--- config.mk ---
export PLATFORM = sky130hd
export DESIGN_NAME = mem_access_unit
export DESIGN_NICKNAME = d
export VERILOG_FILES = /design/src/rtl/mau_pkg.sv /design/src/rtl/mau_lane_align.sv /design/src/rtl/mem_access_unit.sv
export SDC_FILE = /design/constraint.sdc
export NUM_CORES = 1
export LEC_CHECK = 0
export BUFFER_PORTS_ARGS = -buffer_cell sky130_fd_sc_hd__buf_2
export CAP_MARGIN = 20
export CELL_PAD_IN_SITES_DETAIL_PLACEMENT = 1
export CELL_PAD_IN_SITES_GLOBAL_PLACEMENT = 2
export CORE_UTILIZATION = 35
export CTS_CLUSTER_DIAMETER = 40
export CTS_CLUSTER_SIZE = 25
export DETAILED_ROUTE_END_ITERATION = 12
export HOLD_SLACK_MARGIN = 0.05
export MAX_ROUTING_LAYER = met4
export PLACE_DENSITY = 0.88
export SLEW_MARGIN = 20
export SYNTH_ARGS = -nofsm -noshare
export SYNTH_HDL_FRONTEND = slang
export SYNTH_SLANG_ARGS = --single-unit
--- constraint.sdc ---
create_clock -name clk -period 4.6 [get_ports clk]
set_input_delay 0.92 -clock clk [delete_from_list [all_inputs] [get_ports clk]]
set_output_delay 0.92 -clock clk [all_outputs]
set_load 0.01 [all_outputs]
--- src/rtl/mau_pkg.sv ---
// Shared encodings for the memory access unit: request sizes and FSM states.
package mau_pkg;

  localparam int unsigned DATA_W = 32;
  localparam int unsigned ADDR_W = 32;

  typedef enum logic [1:0] {
    SZ_BYTE = 2'b00,
    SZ_HALF = 2'b01,
    SZ_WORD = 2'b10,
    SZ_ILL  = 2'b11
  } size_e;

  typedef enum logic [1:0] {
    IDLE = 2'b00,
    RD   = 2'b01,
    WR   = 2'b10,
    RESP = 2'b11
  } state_e;

endpackage

--- src/rtl/mau_lane_align.sv ---
// Little-endian lane handling: extract/extend load data and merge sub-word store data.
module mau_lane_align
  import mau_pkg::*;
(
  input  logic [1:0]        offset,
  input  size_e             size,
  input  logic              sgn,
  input  logic [DATA_W-1:0] rdata,
  input  logic [DATA_W-1:0] wdata,
  output logic [DATA_W-1:0] ld_data_c,
  output logic [DATA_W-1:0] st_data_c
);

  logic [4:0]  byte_base;
  logic [4:0]  half_base;
  logic [7:0]  byte_lane;
  logic [15:0] half_lane;

  assign byte_base = {offset, 3'b000};
  assign half_base = {offset[1], 4'b0000};
  assign byte_lane = rdata[byte_base +: 8];
  assign half_lane = rdata[half_base +: 16];

  // Load path: pick the addressed lane and extend it to a full word.
  always_comb begin
    ld_data_c = rdata;
    case (size)
      SZ_BYTE: ld_data_c = sgn ? {{24{byte_lane[7]}}, byte_lane} : {24'h0, byte_lane};
      SZ_HALF: ld_data_c = sgn ? {{16{half_lane[15]}}, half_lane} : {16'h0, half_lane};
      default: ld_data_c = rdata;
    endcase
  end

  // Store path: overwrite only the addressed lane of the old word.
  always_comb begin
    st_data_c = rdata;
    case (size)
      SZ_BYTE: st_data_c[byte_base +: 8]  = wdata[7:0];
      SZ_HALF: st_data_c[half_base +: 16] = wdata[15:0];
      SZ_WORD: st_data_c = wdata;
      default: st_data_c = rdata;
    endcase
  end

endmodule

--- src/rtl/mem_access_unit.sv ---
// Load/store engine for a word-addressed RAM with negedge write commit;
// sub-word stores are performed as read-modify-write.
module mem_access_unit
  import mau_pkg::*;
#(
  parameter int unsigned MEM_WORDS = 1024
) (
  input  logic              clk,
  input  logic              rst_n,
  input  logic              req_valid,
  output logic              req_ready,
  input  logic              req_we,
  input  logic [1:0]        req_size,
  input  logic              req_signed,
  input  logic [ADDR_W-1:0] req_addr,
  input  logic [DATA_W-1:0] req_wdata,
  output logic              resp_valid,
  output logic              resp_err,
  output logic [DATA_W-1:0] resp_rdata,
  output logic              mem_we,
  output logic [ADDR_W-1:0] mem_addr,
  output logic [DATA_W-1:0] mem_wdata,
  input  logic [DATA_W-1:0] mem_rdata
);

  localparam logic [ADDR_W-1:0] ADDR_LIMIT = ADDR_W'(4 * MEM_WORDS);

  state_e            state;
  size_e             size_q;
  logic [1:0]        off_q;
  logic              sgn_q;
  logic              we_q;
  logic [DATA_W-1:0] wdata_q;
  logic              req_err_c;
  logic [DATA_W-1:0] ld_data_c;
  logic [DATA_W-1:0] st_data_c;

  // Decoded straight from the state register so both are glitch-free and
  // mem_we falls together with an asynchronous reset.
  assign req_ready = (state == IDLE);
  assign mem_we    = (state == WR);

  // Reject illegal size, misalignment and out-of-range before touching the RAM.
  always_comb begin
    req_err_c = 1'b0;
    case (size_e'(req_size))
      SZ_HALF: req_err_c = req_addr[0];
      SZ_WORD: req_err_c = |req_addr[1:0];
      SZ_ILL:  req_err_c = 1'b1;
      default: req_err_c = 1'b0;
    endcase
    if (req_addr >= ADDR_LIMIT) req_err_c = 1'b1;
  end

  mau_lane_align u_lane_align (
    .offset    (off_q),
    .size      (size_q),
    .sgn       (sgn_q),
    .rdata     (mem_rdata),
    .wdata     (wdata_q),
    .ld_data_c (ld_data_c),
    .st_data_c (st_data_c)
  );

  always_ff @(posedge clk or negedge rst_n) begin
    if (!rst_n) begin
      state      <= IDLE;
      size_q     <= SZ_BYTE;
      off_q      <= 2'b00;
      sgn_q      <= 1'b0;
      we_q       <= 1'b0;
      wdata_q    <= '0;
      resp_valid <= 1'b0;
      resp_err   <= 1'b0;
      resp_rdata <= '0;
      mem_addr   <= '0;
      mem_wdata  <= '0;
    end else begin
      case (state)
        IDLE: begin
          if (req_valid) begin
            size_q  <= size_e'(req_size);
            off_q   <= req_addr[1:0];
            sgn_q   <= req_signed;
            we_q    <= req_we;
            wdata_q <= req_wdata;
            if (req_err_c) begin
              resp_valid <= 1'b1;
              resp_err   <= 1'b1;
              state      <= RESP;
            end else begin
              mem_addr <= {req_addr[ADDR_W-1:2], 2'b00};
              if (req_we && (size_e'(req_size) == SZ_WORD)) begin
                mem_wdata <= req_wdata;
                state     <= WR;
              end else begin
                state <= RD;
              end
            end
          end
        end
        RD: begin
          if (we_q) begin
            mem_wdata <= st_data_c;
            state     <= WR;
          end else begin
            resp_rdata <= ld_data_c;
            resp_valid <= 1'b1;
            state      <= RESP;
          end
        end
        WR: begin
          resp_valid <= 1'b1;
          state      <= RESP;
        end
        RESP: begin
          resp_valid <= 1'b0;
          resp_err   <= 1'b0;
          resp_rdata <= '0;
          state      <= IDLE;
        end
        default: state <= IDLE;
      endcase
    end
  end

endmodule

==> results of run 1 <==
-- metrics by stage --
step	util	power [W]	cell area [um2]	hold WS (ps)	instances
6_report	0.452	0.00638	8900	471	1126
2_1_floorplan	-	0.00413	7140	480	666
3_3_place_gp	0.422	0.00492	8320	456	1093
5_1_grt	0.452	0.00680	8900	511	1126
4_1_cts	0.451	0.00643	8900	478	1125
3_5_place_dp	0.422	0.00502	8320	462	1093
-- power by group --
part           internal [W]  switching [W]
Sequential          0.00162       0.000427
Combinational       0.00134        0.00162
Clock              0.000767       0.000603
-- state kept, by name (all words and copies together), names as in the netlist --
| register | flops |
|---|---|
| sgn_q | 1 |
| off_q | 2 |
| we_q | 1 |
| wdata_q | 32 |
| mem_addr | 30 |
| resp_rdata | 32 |
| size_q | 2 |
| mem_wdata | 32 |
| resp_valid | 1 |
| state | 2 |
| resp_err | 1 |
-- layer usage --
layer,vias up,wire (um)
met4,0,632
met5,-,0
met1,3081,10100
li1,2794,-
met3,49,1400
met2,205,11500
-- final timing paths --
kind                                              end  slack, ps
max                         mem_wdata[23]$_DFFE_PN0P_       1330
min                         resp_rdata[2]$_DFFE_PN0P_        470
max reg2reg                 mem_wdata[23]$_DFFE_PN0P_       1330
min reg2reg                 resp_rdata[2]$_DFFE_PN0P_        470
max in group asynchronous    mem_addr[16]$_DFFE_PN0P_       3140
min in group asynchronous  resp_rdata[25]$_DFFE_PN0P_        560
-- cell families (layout without fill, tap and decap cells) --
| group | after synthesis | after routing |
|---|---|---|
| multiplexers | 111 | 111 |
| AND/OR/NAND/NOR | 156 | 156 |
| flip-flops | 136 | 136 |
| buffers and inverters | 82 | 276 |
| adder cells (fa/ha/maj) | 9 | 9 |
| other | 1 | 3 |
| AO/OA/AOI/OAI | 170 | 170 |
-- critical path, stage by stage, from the launching register on --
cell and delay, ps:
dfrtp_1 910, inv_1 290, ha_1 430, nand2_1 80, o41ai_2 800, nand3_1 200, a31oi_1 290, mux2_4 190
-- cell type report --
type | count | area (um2) | area share
timing repair buffer | 212 | 1100 | 0.123
sequential | 136 | 3400 | 0.382
tap | 265 | 332 | 0.0372
antenna | 1 | 2.50 | 0.000281
inverter | 32 | 120 | 0.0135
clock inverter | 15 | 159 | 0.0178
clock buffer | 17 | 425 | 0.0478
multi-input combinational | 448 | 3360 | 0.378
-- cells in the final DEF (no fill, tap or decap), types with 9 or more instances in the layout --
cell type	count
a31oi_1	15
clkbuf_16	17
mux2_2	63
buf_2	199
nand2_1	58
inv_1	32
a221o_1	16
nor2_1	45
nor2b_1	21
mux2_4	23
a21oi_1	33
buf_4	12
dfrtp_1	135
o22ai_1	15
ha_1	9
mux2i_1	24
o21ai_0	30
a221oi_1	22
==> flow_metrics.env, run 1 <==
export IMPL_global_route_usage_met1=0.300
export IMPL_antenna_found_initial=1
export IMPL_num_rows=51
export IMPL_tritoncts="built"
export IMPL_setup_violations=0
export IMPL_place_congestion=0.799
export IMPL_synth_area_um2=7130
export IMPL_postCtsHoldBufs=0
export IMPL_antenna_left=0
export IMPL_fillers=2243
export IMPL_async_reset_ff_frac=1.00
export IMPL_area_growth_syn_to_layout_pct=24.8
export IMPL_maxCapViolations=0
export IMPL_arrival_ps=3640
export IMPL_rsz0062_at_grt="false"
export IMPL_fmax_mhz=306
export IMPL_routed_wl_mm=23.6
export IMPL_slew_violations=0
export IMPL_ios=203
export IMPL_synthTopCellsByArea="dfrtp_1 (48%), mux2_2 (9.9%), mux2_4 (4.8%)"
export IMPL_crit_required_ps=4970
export IMPL_power_density_nw_per_um2=716
export IMPL_post_drt_wl_per_cell_um=21.0
export IMPL_ys_seq_area_frac=0.477
export IMPL_avgSynthCellArea_um2=10.7
export IMPL_start_util=0.362
export IMPL_critPathKind="register to register"
export IMPL_clkLatencyLatePin_ps=430
export IMPL_grt_overflow_total=0
export IMPL_cts_resized=0
export IMPL_synth_warnings=0
export IMPL_synth_compound_area_frac=0.165
export IMPL_grt_pass1_vias=6394
export IMPL_port_buffers=200
export IMPL_grt_pass1_wl_mm=36.3
export IMPL_startpoint_type="register"
export IMPL_fin_skew_ps=8.43
export IMPL_min_period_over_period=0.712
export IMPL_place_ws_ps=1200
export IMPL_vias=6129
export IMPL_use_met2=0.389
export IMPL_yosys_area_top_type_share=0.477
export IMPL_hp_start="resp_rdata[2]$_DFFE_PN0P_"
export IMPL_synth_xor_area_frac=0
export IMPL_cts_buffer_depth=2
export IMPL_top_usage_layer="met2"
export IMPL_tns_ps=0
export IMPL_r2r_cells=7
export IMPL_crit_path_end_kind="register"
export IMPL_synthMuxAreaShare=0.185
export IMPL_cts_root_buffer="clkbuf_16"
export IMPL_synth_most_common_cell="dfrtp_1"
export IMPL_p_leak_nw=4.51
export IMPL_ys_ff_latch=136
export IMPL_r2r_start="off_q[1]$_DFFE_PN0P_"
export IMPL_drc_errors=0
export IMPL_startpoint="off_q[1]$_DFFE_PN0P_"
export IMPL_gr_usage_met3=0.0500
export IMPL_hold_viol=0
export IMPL_synth_edff_count=0
export IMPL_holdPathStages=2
export IMPL_synth_common_cells="dfrtp_1 (136), mux2_2 (63), nand2_1 (58)"
export IMPL_period_minus_slack_ps=3270
export IMPL_drive_gt1_frac=0.400
export IMPL_drtPass1Iterations=4
export IMPL_worst_pin_slew_ps=1010
export IMPL_fin_nets=959
export IMPL_grt_util_all_layers=0.242
export IMPL_grt_max_degree=88
export IMPL_dieArea_um2=21000
export IMPL_synth_top_family_by_area="multiplexers"
export IMPL_dp_hpwl_mm=17.2
export IMPL_synthCells=665
export IMPL_first_iter_violations=449
export IMPL_synth_cell_types=52
export IMPL_clk_pin_slew_ps=60
export IMPL_clock_sinks=136
export IMPL_design_core_area_um2=19700
export IMPL_synthAdderAreaFrac=0.0158
export IMPL_synth_simple_area_share=0.103
export IMPL_cts_made_buffers=17
export IMPL_hold_path_class="register to register"
export IMPL_cp_max_fo=20
export IMPL_routed_via_density=5.44
export IMPL_die_w_um=145
export IMPL_fin_ws_ps=1330
export IMPL_cts_setup_buffers=0
export IMPL_yosys_area_top_type="dfrtp_1"
export IMPL_die_h_um=145
export IMPL_htreeDepth=4
export IMPL_ys_flop_type="dfrtp_1"
export IMPL_ir_worst_vdd_v=0.000344
export IMPL_status="finished clean"
export IMPL_max_slew_margin_rel=0.320
Power figures use the tool's default switching activity.
==> run 2, diff against run 1 <==
--- a/config.mk
+++ b/config.mk
@@ -9,13 +9,13 @@
 export CAP_MARGIN = 20
 export CELL_PAD_IN_SITES_DETAIL_PLACEMENT = 1
 export CELL_PAD_IN_SITES_GLOBAL_PLACEMENT = 2
-export CORE_UTILIZATION = 35
+export CORE_UTILIZATION = 33
 export CTS_CLUSTER_DIAMETER = 40
 export CTS_CLUSTER_SIZE = 25
 export DETAILED_ROUTE_END_ITERATION = 12
 export HOLD_SLACK_MARGIN = 0.05
 export MAX_ROUTING_LAYER = met4
-export PLACE_DENSITY = 0.88
+export PLACE_DENSITY = 0.84
 export SLEW_MARGIN = 20
 export SYNTH_ARGS = -nofsm -noshare
 export SYNTH_HDL_FRONTEND = slang
==> constraint.sdc (replaced) <==
create_clock -name clk -period 3.2 [get_ports clk]
set_input_delay 0.64 -clock clk [delete_from_list [all_inputs] [get_ports clk]]
set_output_delay 0.64 -clock clk [all_outputs]
set_load 0.01 [all_outputs]
==> run 2 against run 1 <==
Maximum frequency rose by 30%. Non-clock buffer count rose by 9. Final cell count rose by 2.0%. Sequential share of layout area fell by 0.61 points. Setup slack got worse by 640 ps. Utilization fell by 2.3 points. Register-to-register slack got worse by 640 ps. Power rose by 47%. Critical endpoint unchanged.
==> flow_metrics.env, run 2 (synthesized netlist as in run 1, its figures left out) <==
export IMPL_vias=6217
export IMPL_top_regs="mem_wdata x32, resp_rdata x32, wdata_q x32"
export IMPL_clkLatencyLatePin_ps=430
export IMPL_start_util=0.338
export IMPL_port_buffers=200
export IMPL_fin_util=0.429
export IMPL_grt_overflow_total=0
export IMPL_area_growth_syn_to_layout_pct=26.8
export IMPL_routed_via_density=5.42
export IMPL_rrSetupSlack_ps=690
export IMPL_fmax_mhz=398
export IMPL_cts_buffer_depth=2
export IMPL_cts_setup_buffers=0
export IMPL_grt_pass1_wl_mm=37.9
export IMPL_die_w_um=149
export IMPL_regArea_um2=3400
export IMPL_antenna_left=0
export IMPL_cts_resized=0
export IMPL_route_met2_wl_mm=12.3
export IMPL_cp_slowest_stage_delay_ps=720
export IMPL_postCtsHoldBufs=0
export IMPL_wl_met1_mm=10.3
export IMPL_crit_chain="inv_1 > nor2_1 > a21oi_1 > a31oi_1 > mux2_4"
export IMPL_grt_max_degree=71
export IMPL_startpoint_type="register"
export IMPL_drtPass1Iterations=6
export IMPL_place_congestion=0.819
export IMPL_crit_required_ps=3570
export IMPL_drc_errors=0
export IMPL_tns_ps=0
export IMPL_p_leak_nw=4.58
export IMPL_antenna_found_initial=4
export IMPL_clk_pin_slew_ps=70
export IMPL_worst_pin_slew_ps=817
export IMPL_highest_layer="met4"
export IMPL_num_rows=53
export IMPL_hold_path_class="primary input to asynchronous set/reset pin"
export IMPL_routed_wl_mm=24.4
export IMPL_route_met3_wl_mm=1.26
export IMPL_arrival_ps=2880
export IMPL_worst_path_max_delay_cell="dfrtp_1"
export IMPL_grt_pass1_vias=6483
export IMPL_die_h_um=149
export IMPL_multi_input_area_um2=3360
export IMPL_status="finished clean"
export IMPL_htreeDepth=4
export IMPL_maxCapViolations=0
export IMPL_cts_made_buffers=17
export IMPL_min_period_over_period=0.785
export IMPL_max_slew_margin_rel=0.455
export IMPL_first_iter_violations=437
export IMPL_rsz0062_at_grt="false"
export IMPL_power_density_nw_per_um2=1030
export IMPL_post_drt_wl_per_cell_um=21.2
export IMPL_drive_gt1_frac=0.405
export IMPL_grt_util_all_layers=0.235
export IMPL_final_common_cell="buf_2"
export IMPL_slew_violations=0
export IMPL_final_cell_mix="buf_2 (199), dfrtp_1 (136), mux2_2 (63), nand2_1 (58), nor2_1 (44)"
export IMPL_cp_max_fo=16
export IMPL_dieArea_um2=22200
export IMPL_hold_viol=0
export IMPL_ios=203
export IMPL_fin_nets=968
export IMPL_setup_violations=0
export IMPL_fin_skew_ps=10.4
export IMPL_period_minus_slack_ps=2510
export IMPL_cts_root_buffer="clkbuf_16"
export IMPL_ir_worst_vdd_v=0.000462
export IMPL_dp_hpwl_mm=17.8
export IMPL_critPathKind="register to register"
export IMPL_fillers=2436
export IMPL_design_core_area_um2=21100
export IMPL_crit_path_end_kind="register"
export IMPL_tritoncts="built"
export IMPL_clock_sinks=136
[run 2: cell count changes in the layout (fill, tap and decap cells not counted), sizes merged]
| cell | previous run | this run |
|---|---|---|
| clkinvlp | 1 | 0 |
| bufinv | 1 | 0 |
| clkinv | 5 | 7 |
| buf | 212 | 221 |
| diode | 1 | 4 |
[run 2: layout make-up]
type	instances	area share
inverters	32	0.0133
repair buffers	221	0.132
flip-flops and latches	136	0.376
clock inverters	15	0.0214
diodes	4	0.00111
multi-input cells	448	0.371
well taps	275	0.0380
clock buffers	17	0.0470
[run 2: path summary, 6_finish.rpt]
path                                           start                        end  depth (start not counted)
max reg2reg                    size_q[1]$_DFFE_PN0P_  mem_wdata[23]$_DFFE_PN0P_                          5
min reg2reg                resp_rdata[2]$_DFFE_PN0P_  resp_rdata[2]$_DFFE_PN0P_                          2
min in group clk                         req_addr[7]    mem_addr[7]$_DFFE_PN0P_                          2
max in group asynchronous                      rst_n    mem_addr[2]$_DFFE_PN0P_                          2
max                            size_q[1]$_DFFE_PN0P_  mem_wdata[23]$_DFFE_PN0P_                          5
min                                            rst_n  mem_wdata[18]$_DFFE_PN0P_                          1
[run 2: metrics by stage]
step	instances	worst slack, ps	total power, W	hold slack (ps)	instance area [um2]
2_1_floorplan	666	561	0.00594	344	7140
3_3_place_gp	1112	405	0.00718	456	8410
3_5_place_dp	1112	400	0.00732	465	8420
4_1_cts	1144	735	0.00940	247	9040
5_1_grt	1148	549	0.00995	279	9050
6_report	1148	688	0.00935	237	9050
[run 2: critical path: cells and delay by family, from the launching register on]
family / cells / cell delay (ps)
flops: 1 / 720
buf+inv: 1 / 460
compound gates: 2 / 410
simple gates: 1 / 650
mux: 1 / 190
[run 2: power by group]
part	switching (W)	internal (W)
Clock	0.000964	0.00107
Combinational	0.00247	0.00200
Sequential	0.000518	0.00233
[run 2: layer usage]
layer / vias up / track usage
met5: - / -
met4: 0 / 0.0883
met1: 3159 / 0.301
met3: 34 / 0.0388
met2: 205 / 0.371
li1: 2819 / -
